**config.mk**
```make
export PLATFORM = sky130hd
export DESIGN_NAME = cd_cfg_sequencer
export DESIGN_NICKNAME = d
export VERILOG_FILES = /design/src/rtl/cd_cfg_sequencer.sv
export SDC_FILE = /design/constraint.sdc
export NUM_CORES = 1
export LEC_CHECK = 0
export CAP_MARGIN = 20
export CORE_MARGIN = 8
export CORE_UTILIZATION = 49
export DETAILED_ROUTE_END_ITERATION = 12
export GPL_TIMING_DRIVEN = 0
export PLACE_DENSITY_LB_ADDON = 0.3
export RECOVER_POWER = 50
export SETUP_SLACK_MARGIN = 0.05
export SYNTH_ARGS = -nofsm -noshare
export SYNTH_HDL_FRONTEND = slang
export SYNTH_SLANG_ARGS = --single-unit
```
**constraint.sdc**
```tcl
create_clock -name clk -period 2 [get_ports clk]
set_input_delay 0.4 -clock clk [delete_from_list [all_inputs] [get_ports clk]]
set_output_delay 0.4 -clock clk [all_outputs]
set_load 0.01 [all_outputs]
```
**src/rtl/cd_cfg_sequencer.sv**
```systemverilog
// Byte-framed configuration master: parses SYNC/ADDR/DATA/CSUM frames from a UART
// receiver, issues one config write per valid frame and answers with ACK or NAK.
module cd_cfg_sequencer #(
  parameter int unsigned WIDTH_CONFIG_ADDR = 4,
  parameter int unsigned WIDTH_CONFIG_DATA = 16,
  parameter logic [7:0]  SYNC_BYTE         = 8'hA5,
  parameter logic [7:0]  ACK_BYTE          = 8'h06,
  parameter logic [7:0]  NAK_BYTE          = 8'h15,
  parameter int unsigned TIMEOUT_CYCLES    = 100000,
  parameter int unsigned WIDTH_TIMEOUT     = 17
) (
  input  logic                         clk,
  input  logic                         rst_n,
  input  logic [7:0]                   rx_data,
  input  logic                         rx_valid,
  output logic [WIDTH_CONFIG_ADDR-1:0] c_addr,
  output logic [WIDTH_CONFIG_DATA-1:0] c_data,
  output logic                         c_valid,
  input  logic                         c_ready,
  output logic [7:0]                   tx_data,
  output logic                         tx_valid,
  input  logic                         tx_ready,
  output logic                         busy,
  output logic [7:0]                   err_cnt
);

  localparam int unsigned NBYTES = WIDTH_CONFIG_DATA / 8;
  localparam logic [1:0] LAST_BYTE = 2'(NBYTES - 1);
  localparam logic [WIDTH_TIMEOUT-1:0] TMO_LAST = WIDTH_TIMEOUT'(TIMEOUT_CYCLES - 1);

  typedef enum logic [2:0] {
    S_IDLE, S_ADDR, S_DATA, S_CSUM, S_ISSUE, S_RESP
  } state_t;

  state_t                       state_q, state_d;
  logic [WIDTH_CONFIG_ADDR-1:0] addr_q, addr_d;
  logic [WIDTH_CONFIG_DATA-1:0] data_q, data_d;
  logic [7:0]                   csum_q, csum_d;
  logic                         aerr_q, aerr_d;
  logic [1:0]                   bcnt_q, bcnt_d;
  logic [WIDTH_TIMEOUT-1:0]     tmo_q, tmo_d;
  logic [WIDTH_CONFIG_ADDR-1:0] c_addr_q, c_addr_d;
  logic [WIDTH_CONFIG_DATA-1:0] c_data_q, c_data_d;
  logic                         c_valid_q, c_valid_d;
  logic [7:0]                   tx_data_q, tx_data_d;
  logic                         tx_valid_q, tx_valid_d;
  logic [7:0]                   err_q, err_d;
  logic [7:0]                   err_inc;

  assign err_inc = (err_q == 8'hFF) ? err_q : err_q + 8'd1;

  always_ff @(posedge clk) begin
    if (!rst_n) begin
      state_q    <= S_IDLE;
      addr_q     <= '0;
      data_q     <= '0;
      csum_q     <= '0;
      aerr_q     <= 1'b0;
      bcnt_q     <= '0;
      tmo_q      <= '0;
      c_addr_q   <= '0;
      c_data_q   <= '0;
      c_valid_q  <= 1'b0;
      tx_data_q  <= '0;
      tx_valid_q <= 1'b0;
      err_q      <= '0;
    end else begin
      state_q    <= state_d;
      addr_q     <= addr_d;
      data_q     <= data_d;
      csum_q     <= csum_d;
      aerr_q     <= aerr_d;
      bcnt_q     <= bcnt_d;
      tmo_q      <= tmo_d;
      c_addr_q   <= c_addr_d;
      c_data_q   <= c_data_d;
      c_valid_q  <= c_valid_d;
      tx_data_q  <= tx_data_d;
      tx_valid_q <= tx_valid_d;
      err_q      <= err_d;
    end
  end

  always_comb begin
    state_d    = state_q;
    addr_d     = addr_q;
    data_d     = data_q;
    csum_d     = csum_q;
    aerr_d     = aerr_q;
    bcnt_d     = bcnt_q;
    tmo_d      = tmo_q;
    c_addr_d   = c_addr_q;
    c_data_d   = c_data_q;
    c_valid_d  = c_valid_q;
    tx_data_d  = tx_data_q;
    tx_valid_d = tx_valid_q;
    err_d      = err_q;

    unique case (state_q)
      S_IDLE: begin
        if (rx_valid && rx_data == SYNC_BYTE) begin
          state_d = S_ADDR;
          csum_d  = '0;
          tmo_d   = '0;
        end
      end

      S_ADDR, S_DATA, S_CSUM: begin
        // A byte arriving on the expiry cycle wins over the timeout.
        if (rx_valid) begin
          tmo_d = '0;
          unique case (state_q)
            S_ADDR: begin
              addr_d  = rx_data[WIDTH_CONFIG_ADDR-1:0];
              aerr_d  = |(rx_data >> WIDTH_CONFIG_ADDR);
              csum_d  = csum_q ^ rx_data;
              bcnt_d  = '0;
              state_d = S_DATA;
            end
            S_DATA: begin
              data_d = (data_q << 8) | WIDTH_CONFIG_DATA'(rx_data);
              csum_d = csum_q ^ rx_data;
              bcnt_d = bcnt_q + 2'd1;
              if (bcnt_q == LAST_BYTE) state_d = S_CSUM;
            end
            default: begin
              if (csum_q == rx_data && !aerr_q) begin
                state_d   = S_ISSUE;
                c_addr_d  = addr_q;
                c_data_d  = data_q;
                c_valid_d = 1'b1;
              end else begin
                state_d    = S_RESP;
                tx_data_d  = NAK_BYTE;
                tx_valid_d = 1'b1;
                err_d      = err_inc;
              end
            end
          endcase
        end else if (tmo_q == TMO_LAST) begin
          state_d = S_IDLE;
          tmo_d   = '0;
          err_d   = err_inc;
        end else begin
          tmo_d = tmo_q + 1'b1;
        end
      end

      S_ISSUE: begin
        if (c_ready) begin
          c_valid_d  = 1'b0;
          state_d    = S_RESP;
          tx_data_d  = ACK_BYTE;
          tx_valid_d = 1'b1;
        end
      end

      S_RESP: begin
        if (tx_ready) begin
          tx_valid_d = 1'b0;
          state_d    = S_IDLE;
        end
      end

      default: state_d = S_IDLE;
    endcase
  end

  assign c_addr   = c_addr_q;
  assign c_data   = c_data_q;
  assign c_valid  = c_valid_q;
  assign tx_data  = tx_data_q;
  assign tx_valid = tx_valid_q;
  assign busy     = (state_q != S_IDLE);
  assign err_cnt  = err_q;

endmodule

```
==> results.md, run 1 <==
* Status: completed
* Unique cell type count in the Yosys netlist at 55
* Die height at 104 um
* DIE WIDTH at 104 um
* Total Routing Usage GR at 0.168
* Synth Register Bits at 84
* Largest net degree at the start of global routing at 16
* Cell area after synthesis at 3760 um^2
* Top FF cell, synth: dfxtp_1
* Comb power frac at 0.251
* Slew Limit Fails at 0
* P&R area growth vs syn at 28.3%
* Initial antenna violation count at 0
* Synth warn at 0
* Setup crit start kind: register
* Critical Path RT at 2.24 ns
* Clk buf depth at 2
* PwrDens at 844 nW/um^2
* CTS H-tree depth at 3
* Commonest cells post-synth: dfxtp_1, nor2_1, nand2_1, a21oi_1, mux2i_1
* Final Non-Filler Cells at 604
* Reg area at 1700 um^2
* Post-synthesis adder-cell area fraction at 0.00997
* CORE AREA at 7570 um^2
* Final net count at 513
* Hold Vio Cnt, Final at 0
* Max-cap violations at 0
* Port buffer count at 45
* Clk sinks at 84
* Worst setup EP type: register
* Final Instance Area at 4830 um^2
* Drt wl/cell at 15.1 um
* Slew at the pin closest to its max-slew limit at 0.581 ns
* Worst vdd ir at 0.000493 V
* Share of layout cells above drive strength 1 at 0.177
* Clock power frac at 0.299
* Post-synth top area cell: dfxtp_1
* Cells on worst reg2reg path at 7
* Post-CTS Hold Fix Bufs at 0
* Fillers at 592
* # DRC at 0
* Reg power frac at 0.450
* Share of async-settable or async-resettable flops after synthesis at 0
* Max Freq at 0.508 GHz
* Area of the multi-input gates at 2100 um^2
* Initial core utilization at 0.497
* Mapped Cells at 431
* Fin Hold WS at 0.350 ns
* Global-route wire length before repair at 15.3 mm
* Min Tclk post-route at 1.97 ns
* Critical path type: register to register
* Critical path arrival at 2.21 ns
* RSZ-0062 raised after global routing: true
* Leakage at 1.90 nW
* Initial DRC count at 158
* Synth Area in XOR/XNOR at 0.0559
* Diode count at 0
* Die area at 10700 um^2
* Switching Share at 0.317
* Avg Cell Area, Syn at 8.73 um^2
* Placer Congestion at 0.834
* Internal power at 2.78 mW
* Pre-antenna DRT Iters at 4
* Setup Viol. Count Final at 0
* Via density at 5.41
* # rows at 32
* Crit-path max FO at 7
* Grt ovf at 0
* Skew final at 0.0111 ns
* Detailed placement HPWL at 6.21 mm
* Final period util at 0.985
* Slew headroom at 0.613
* Worst Hold Class: input port to register
* WL final at 9.12 mm
* Root Buffer: clkbuf_8
* Reg clk slew, reported paths at 0.08 ns
* Post-synthesis simple-gate area fraction at 0.250
* Multiplexer share of the synthesized area at 0.0775
* Hold Crit Depth at 3
* Synth area leaders: dfxtp_1, mux2i_1, nor2_1, nand2_1, a21oi_1
* CTS tree: done
* TritonCTS Buffers at 9
* Final ANT Viol Nets at 0
* Sequential-to-total area share from yosys stat at 0.447
* Main combinational cell family by area after synthesis: simple AND/OR/NAND/NOR gates
* Post-DP Area at 4360 um^2
* Switching Power at 1.29 mW
* Count leader, synth: dfxtp_1
* Placed cells at 581
* Vias at 3266
* Vias in the first global route at 3230
* Pwr Total at 4.07 mW
* Compound-Gate Fraction of Synth Area at 0.109
* Clock Latency Late Sink at 0.35 ns
* Post-synth EDFFs at 0
* Share of the synthesized area in the top cell type at 0.447
* # IOs at 52
power by group through the flow:
stage / combinational (mW) / clock (mW) / sequential, mW
global placement: 0.810 / 0 / 1.86
detailed placement: 0.828 / 0 / 1.86
floorplan: 0.596 / 0 / 1.85
finish: 1.02 / 1.22 / 1.83
global route: 1.11 / 1.32 / 1.85
CTS: 0.952 / 1.24 / 1.83
timing repair:
action / in CTS / in global routing
gates resized for setup: 48 / 36
setup endpoints to repair: 62 / 56
pin swaps: 11 / 7
setup buffers: 8 / 3
routing by layer:
| layer | up-vias | GRT usage | part of all wire |
|---|---|---|---|
| li1 | 1630 | - | - |
| met4 | 0 | 0.0567 | 0.012 |
| met5 | - | 0 | 0 |
| met3 | 12 | 0.0341 | 0.050 |
| met2 | 81 | 0.279 | 0.47 |
| met1 | 1543 | 0.211 | 0.46 |
layout make-up:
type / count / area share
multi-input combinational: 311 / 0.435
sequential: 84 / 0.351
timing repair buffer: 56 / 0.106
buffer: 31 / 0.0371
clock buffer: 10 / 0.0264
tap: 102 / 0.0264
clock inverter: 6 / 0.0148
inverter: 4 / 0.00311
placed cells by master (no fill, tap or decap), types with 5 or more instances in the layout:
cell / instances
a21oi_1: 29
buf_2: 6
buf_4: 16
buf_6: 5
clkbuf_1: 12
clkbuf_2: 8
clkbuf_8: 9
clkdlybuf4s50_1: 5
dfxtp_1: 79
dlygate4sd3_1: 31
mux2i_1: 28
nand2_1: 45
nand2b_1: 8
nand3_1: 11
nand3b_1: 10
nand4_1: 7
nor2_1: 58
nor3_1: 7
nor4_1: 7
o21ai_0: 9
xnor2_1: 16
xor2_1: 8
final timing paths:
path	start	end	slack, ns
min	rx_data[6]	data_q[6]	0.35
max	tmo_q[14]	tmo_q[1]	0.03
max reg2reg	tmo_q[14]	tmo_q[1]	0.03
min reg2reg	data_q[13]	data_q[13]	0.47
cell families (layout without fill, tap and decap cells):
family | after synthesis | after routing
flip-flops | 84 | 84
AND/OR/NAND/NOR | 186 | 186
multiplexers | 29 | 29
adder cells (fa/ha/maj) | 3 | 3
AO/OA/AOI/OAI | 65 | 65
other | 1 | 4
buffers and inverters | 39 | 107
XOR/XNOR | 24 | 24
registers in the layout, indices dropped and copies added (netlist names):
signal	cells
addr_q	4
c_addr	4
tmo_q	17
state_q	3
c_valid	1
aerr_q	1
err_cnt	8
data_q	16
c_data	16
bcnt_q	2
csum_q	8
tx_valid	1
tx_data	3
per-stage QoR:
step / utilization / TNS, ns / worst slack, ns
finish: 0.638 / 0 / 0.0296
global route: 0.638 / -0.731 / -0.0711
CTS: 0.625 / 0 / 0.0164
detailed placement: 0.576 / -41.05 / -0.919
global placement: 0.576 / -37.89 / -0.844
floorplan: - / 0 / 0.0303
worst max-delay path, cell delays in order (launching register included):
cell and delay [ns]:
dfxtp_2 0.33, or4_4 0.54, nor3_4 0.21, buf_4 0.15, a211oi_4 0.09, o31ai_4 0.29, buf_4 0.21, a21oi_1 0.04
Note: power is estimated with default switching activity, not from simulation.
==> run 2: changes to the inputs <==
--- a/config.mk
+++ b/config.mk
@@ -6,8 +6,10 @@
 export NUM_CORES = 1
 export LEC_CHECK = 0
 export CAP_MARGIN = 20
+export CELL_PAD_IN_SITES_DETAIL_PLACEMENT = 1
+export CELL_PAD_IN_SITES_GLOBAL_PLACEMENT = 1
 export CORE_MARGIN = 8
-export CORE_UTILIZATION = 49
+export CORE_UTILIZATION = 37
 export DETAILED_ROUTE_END_ITERATION = 12
 export GPL_TIMING_DRIVEN = 0
 export PLACE_DENSITY_LB_ADDON = 0.3
==> run 2 against run 1 <==
Core utilization shrank 15 points. Final cell count grew 6.0%. Wire length grew 18%. Fmax shrank 1.2%. Register-to-register slack lost 0.02 ns. Sequential power is essentially flat. Via count grew 4.0%. First-iteration DRC count grew 28%. Worst setup slack lost 0.024 ns. Global-route usage shrank 0.96 points. Design area grew 2.1%. Clock skew grew 0.0047 ns. Largest cell class unchanged. Highest routed layer unchanged.
==> results.md, run 2 (synthesis results as in run 1) <==
* Critical path type: register to register
* Leakage at 1.92 nW (+0.93%)
* WP depth at 7 (unchanged)
* Met1 WL at 5.08 mm (+20%)
* Worst vdd ir at 0.000315 V (-36%)
* Critical Path RT at 2.23 ns (about the same)
* Worst setup EP type: register
* Slowest-stage cell, CP: or4_4
* Worst R2R Start: tmo_q[14]
* Share of layout cells above drive strength 1 at 0.192 (+0.0152)
* Clock Latency Late Sink at 0.36 ns (about the same)
* Most frequent cells in the layout: dfxtp_1, nor2_1, nand2_1
* Area of the multi-input gates at 2130 um^2 (+1.2%)
* Cells on worst reg2reg path at 7 (unchanged)
* Fin Hold WS at 0.349 ns (-0.000887 ns)
* DIE WIDTH at 117 um (+13%)
* Reg clk slew, reported paths at 0.09 ns (about the same)
* Largest net degree at the start of global routing at 16 (unchanged)
* Detailed placement HPWL at 7.21 mm (+16%)
* Worst path max stage delay at 0.55 ns (about the same)
* RSZ-0062 raised after global routing: true
* # DRC at 0 (unchanged)
* Setup Viol. Count Final at 0 (unchanged)
* Fillers at 1204 (+100%)
* Via density at 5.31 (-1.9%)
* Vias in the first global route at 3418 (+5.8%)
* Reg area at 1690 um^2 (-0.15%)
* Slew Limit Fails at 0 (unchanged)
* Reg2reg end: state_q[0]
* Post-CTS Hold Fix Bufs at 0 (unchanged)
* Die height at 117 um (+13%)
* Vias at 3396 (+4.0%)
* Port buffer count at 45 (unchanged)
* CORE AREA at 10100 um^2 (+33%)
* Crit-path cells: or4_4, nor3_4, buf_4, a211oi_4, buf_4, o31ai_2, a21oi_2
* # IOs at 52 (unchanged)
* Met2 wire length at 5.20 mm (+20%)
* Initial DRC count at 202 (+28%)
* R2r setup slk at 0.006 ns (-0.02 ns)
* Number of flip-flops in the largest register at 17 (unchanged)
* Worst Hold Class: input port to register
* Setup crit start kind: register
* Global-route wire length before repair at 17.1 mm (+12%)
* Crit path launch: tmo_q[14]
* Initial core utilization at 0.373 (-0.124)
* Drt wl/cell at 16.8 um (+11%)
* Metal3 WL at 393 um (-14%)
* Cell family with most CP delay: simple AND/OR/NAND/NOR gates
* TritonCTS Buffers at 9 (unchanged)
* Crit-path max FO at 3 (-4)
* PwrDens at 819 nW/um^2 (-2.9%)
* Pre-CTS WS at -1.03 ns (-0.113 ns)
* Max Freq at 0.501 GHz (-1.2%)
* Die area at 13700 um^2 (+27%)
* Final Instance Area at 4930 um^2 (+2.1%)
* Skew final at 0.0158 ns (+0.00468 ns)
* P&R area growth vs syn at 31.0%
* CP most frequent cell: buf_4
* Slew at the pin closest to its max-slew limit at 0.599 ns (+0.0182 ns)
* Max-cap violations at 0 (unchanged)
* Clk sinks at 84 (unchanged)
* Final period util at 0.997 (+0.0118)
* Commonest non-fill, non-tap cell in the layout: dfxtp_1
* Diode count at 0 (unchanged)
* Placer Congestion at 0.809 (-3.0%)
* WL final at 10.8 mm (+18%)
* WP buf/inv at 2 (unchanged)
* Largest reg by FF count: tmo_q
* Root Buffer: clkbuf_8
* CP endpoint: state_q[0]
* Hold Vio Cnt, Final at 0 (unchanged)
* Setup TNS at 0 ns (unchanged)
* Post-DP Area at 4400 um^2 (+0.98%)
* Min Tclk post-route at 1.99 ns (+0.0236 ns)
* Grt ovf at 0 (unchanged)
* Final setup margin at 0.00594 ns (-0.0236 ns)
* Highest routed metal layer: met4
* Pre-antenna DRT Iters at 4 (unchanged)
* Total Routing Usage GR at 0.158 (-0.00963)
* Status: completed
* Slew headroom at 0.601 (-0.0121)
* Critical path arrival at 2.22 ns (about the same)
* CTS tree: done
* CTS H-tree depth at 3 (unchanged)
* # rows at 37 (+16%)
* Final ANT Viol Nets at 0 (unchanged)
* Initial antenna violation count at 0 (unchanged)
* Clk buf depth at 2 (unchanged)
* Final net count at 516 (+0.58%)
run 2: cell count changes in the layout (fill, tap and decap cells not counted), sizes merged:
cell           before  now
buf                28   29
bufinv              1    0
clkbuf             30   26
clkdlybuf4s15       2    6
clkdlybuf4s50       5    6
clkinv              1    2
dlygate4sd2         1    2
dlygate4sd3        31   30
run 2: worst reg2reg max path: stages (launching register included):
cell and delay (ns):
dfxtp_2 0.34, or4_4 0.55, nor3_4 0.22, buf_4 0.15, a211oi_4 0.07, buf_4 0.16
o31ai_2 0.29, a21oi_2 0.08
run 2: through the flow:
stage	power, mW	instances	utilization
after floorplan	2.45	434	-
after global placement	2.68	615	0.436
after detailed placement	2.72	615	0.436
after CTS	3.99	636	0.475
after global routing	4.24	640	0.489
final	4.04	640	0.489
run 2: power by group:
group	switching [mW]	internal (mW)
Combinational	0.632	0.457
Sequential	0.0762	1.76
Clock	0.660	0.457
run 2: worst min path at each step:
| stage | start | to | slack, ns | cells after the start |
|---|---|---|---|---|
| floorplan | data_q[10] | data_q[10] | 0.44 | 2 |
| global placement | c_valid | c_valid | 0.45 | 2 |
| detailed placement | c_valid | c_valid | 0.45 | 2 |
| CTS | rx_data[6] | data_q[6] | 0.34 | 3 |
| global route | rx_data[6] | data_q[6] | 0.35 | 3 |
| finish | rx_data[6] | data_q[6] | 0.35 | 3 |
run 2: final cells by class:
cell class / instances / share of cell area
Clock buffer: 9 / 0.0251
Timing Repair Buffer: 60 / 0.115
Buffer: 30 / 0.0378
Multi-Input combinational cell: 311 / 0.431
Clock inverter: 6 / 0.0101
Sequential cell: 84 / 0.343
Inverter: 4 / 0.00304
Tap cell: 136 / 0.0345
run 2: metal layers:
| layer | track usage | vias up |
|---|---|---|
| met5 | 0 | - |
| met4 | 0.0580 | 0 |
| met3 | 0.0292 | 13 |
| met2 | 0.257 | 58 |
| met1 | 0.206 | 1698 |
| li1 | - | 1627 |
run 2: timing repair:
action	4_1_cts	5_1_grt
pin swaps	12	8
endpoints found under the setup margin	72	57
gates resized for setup	62	33
setup buffers	10	5
cloned	0	0
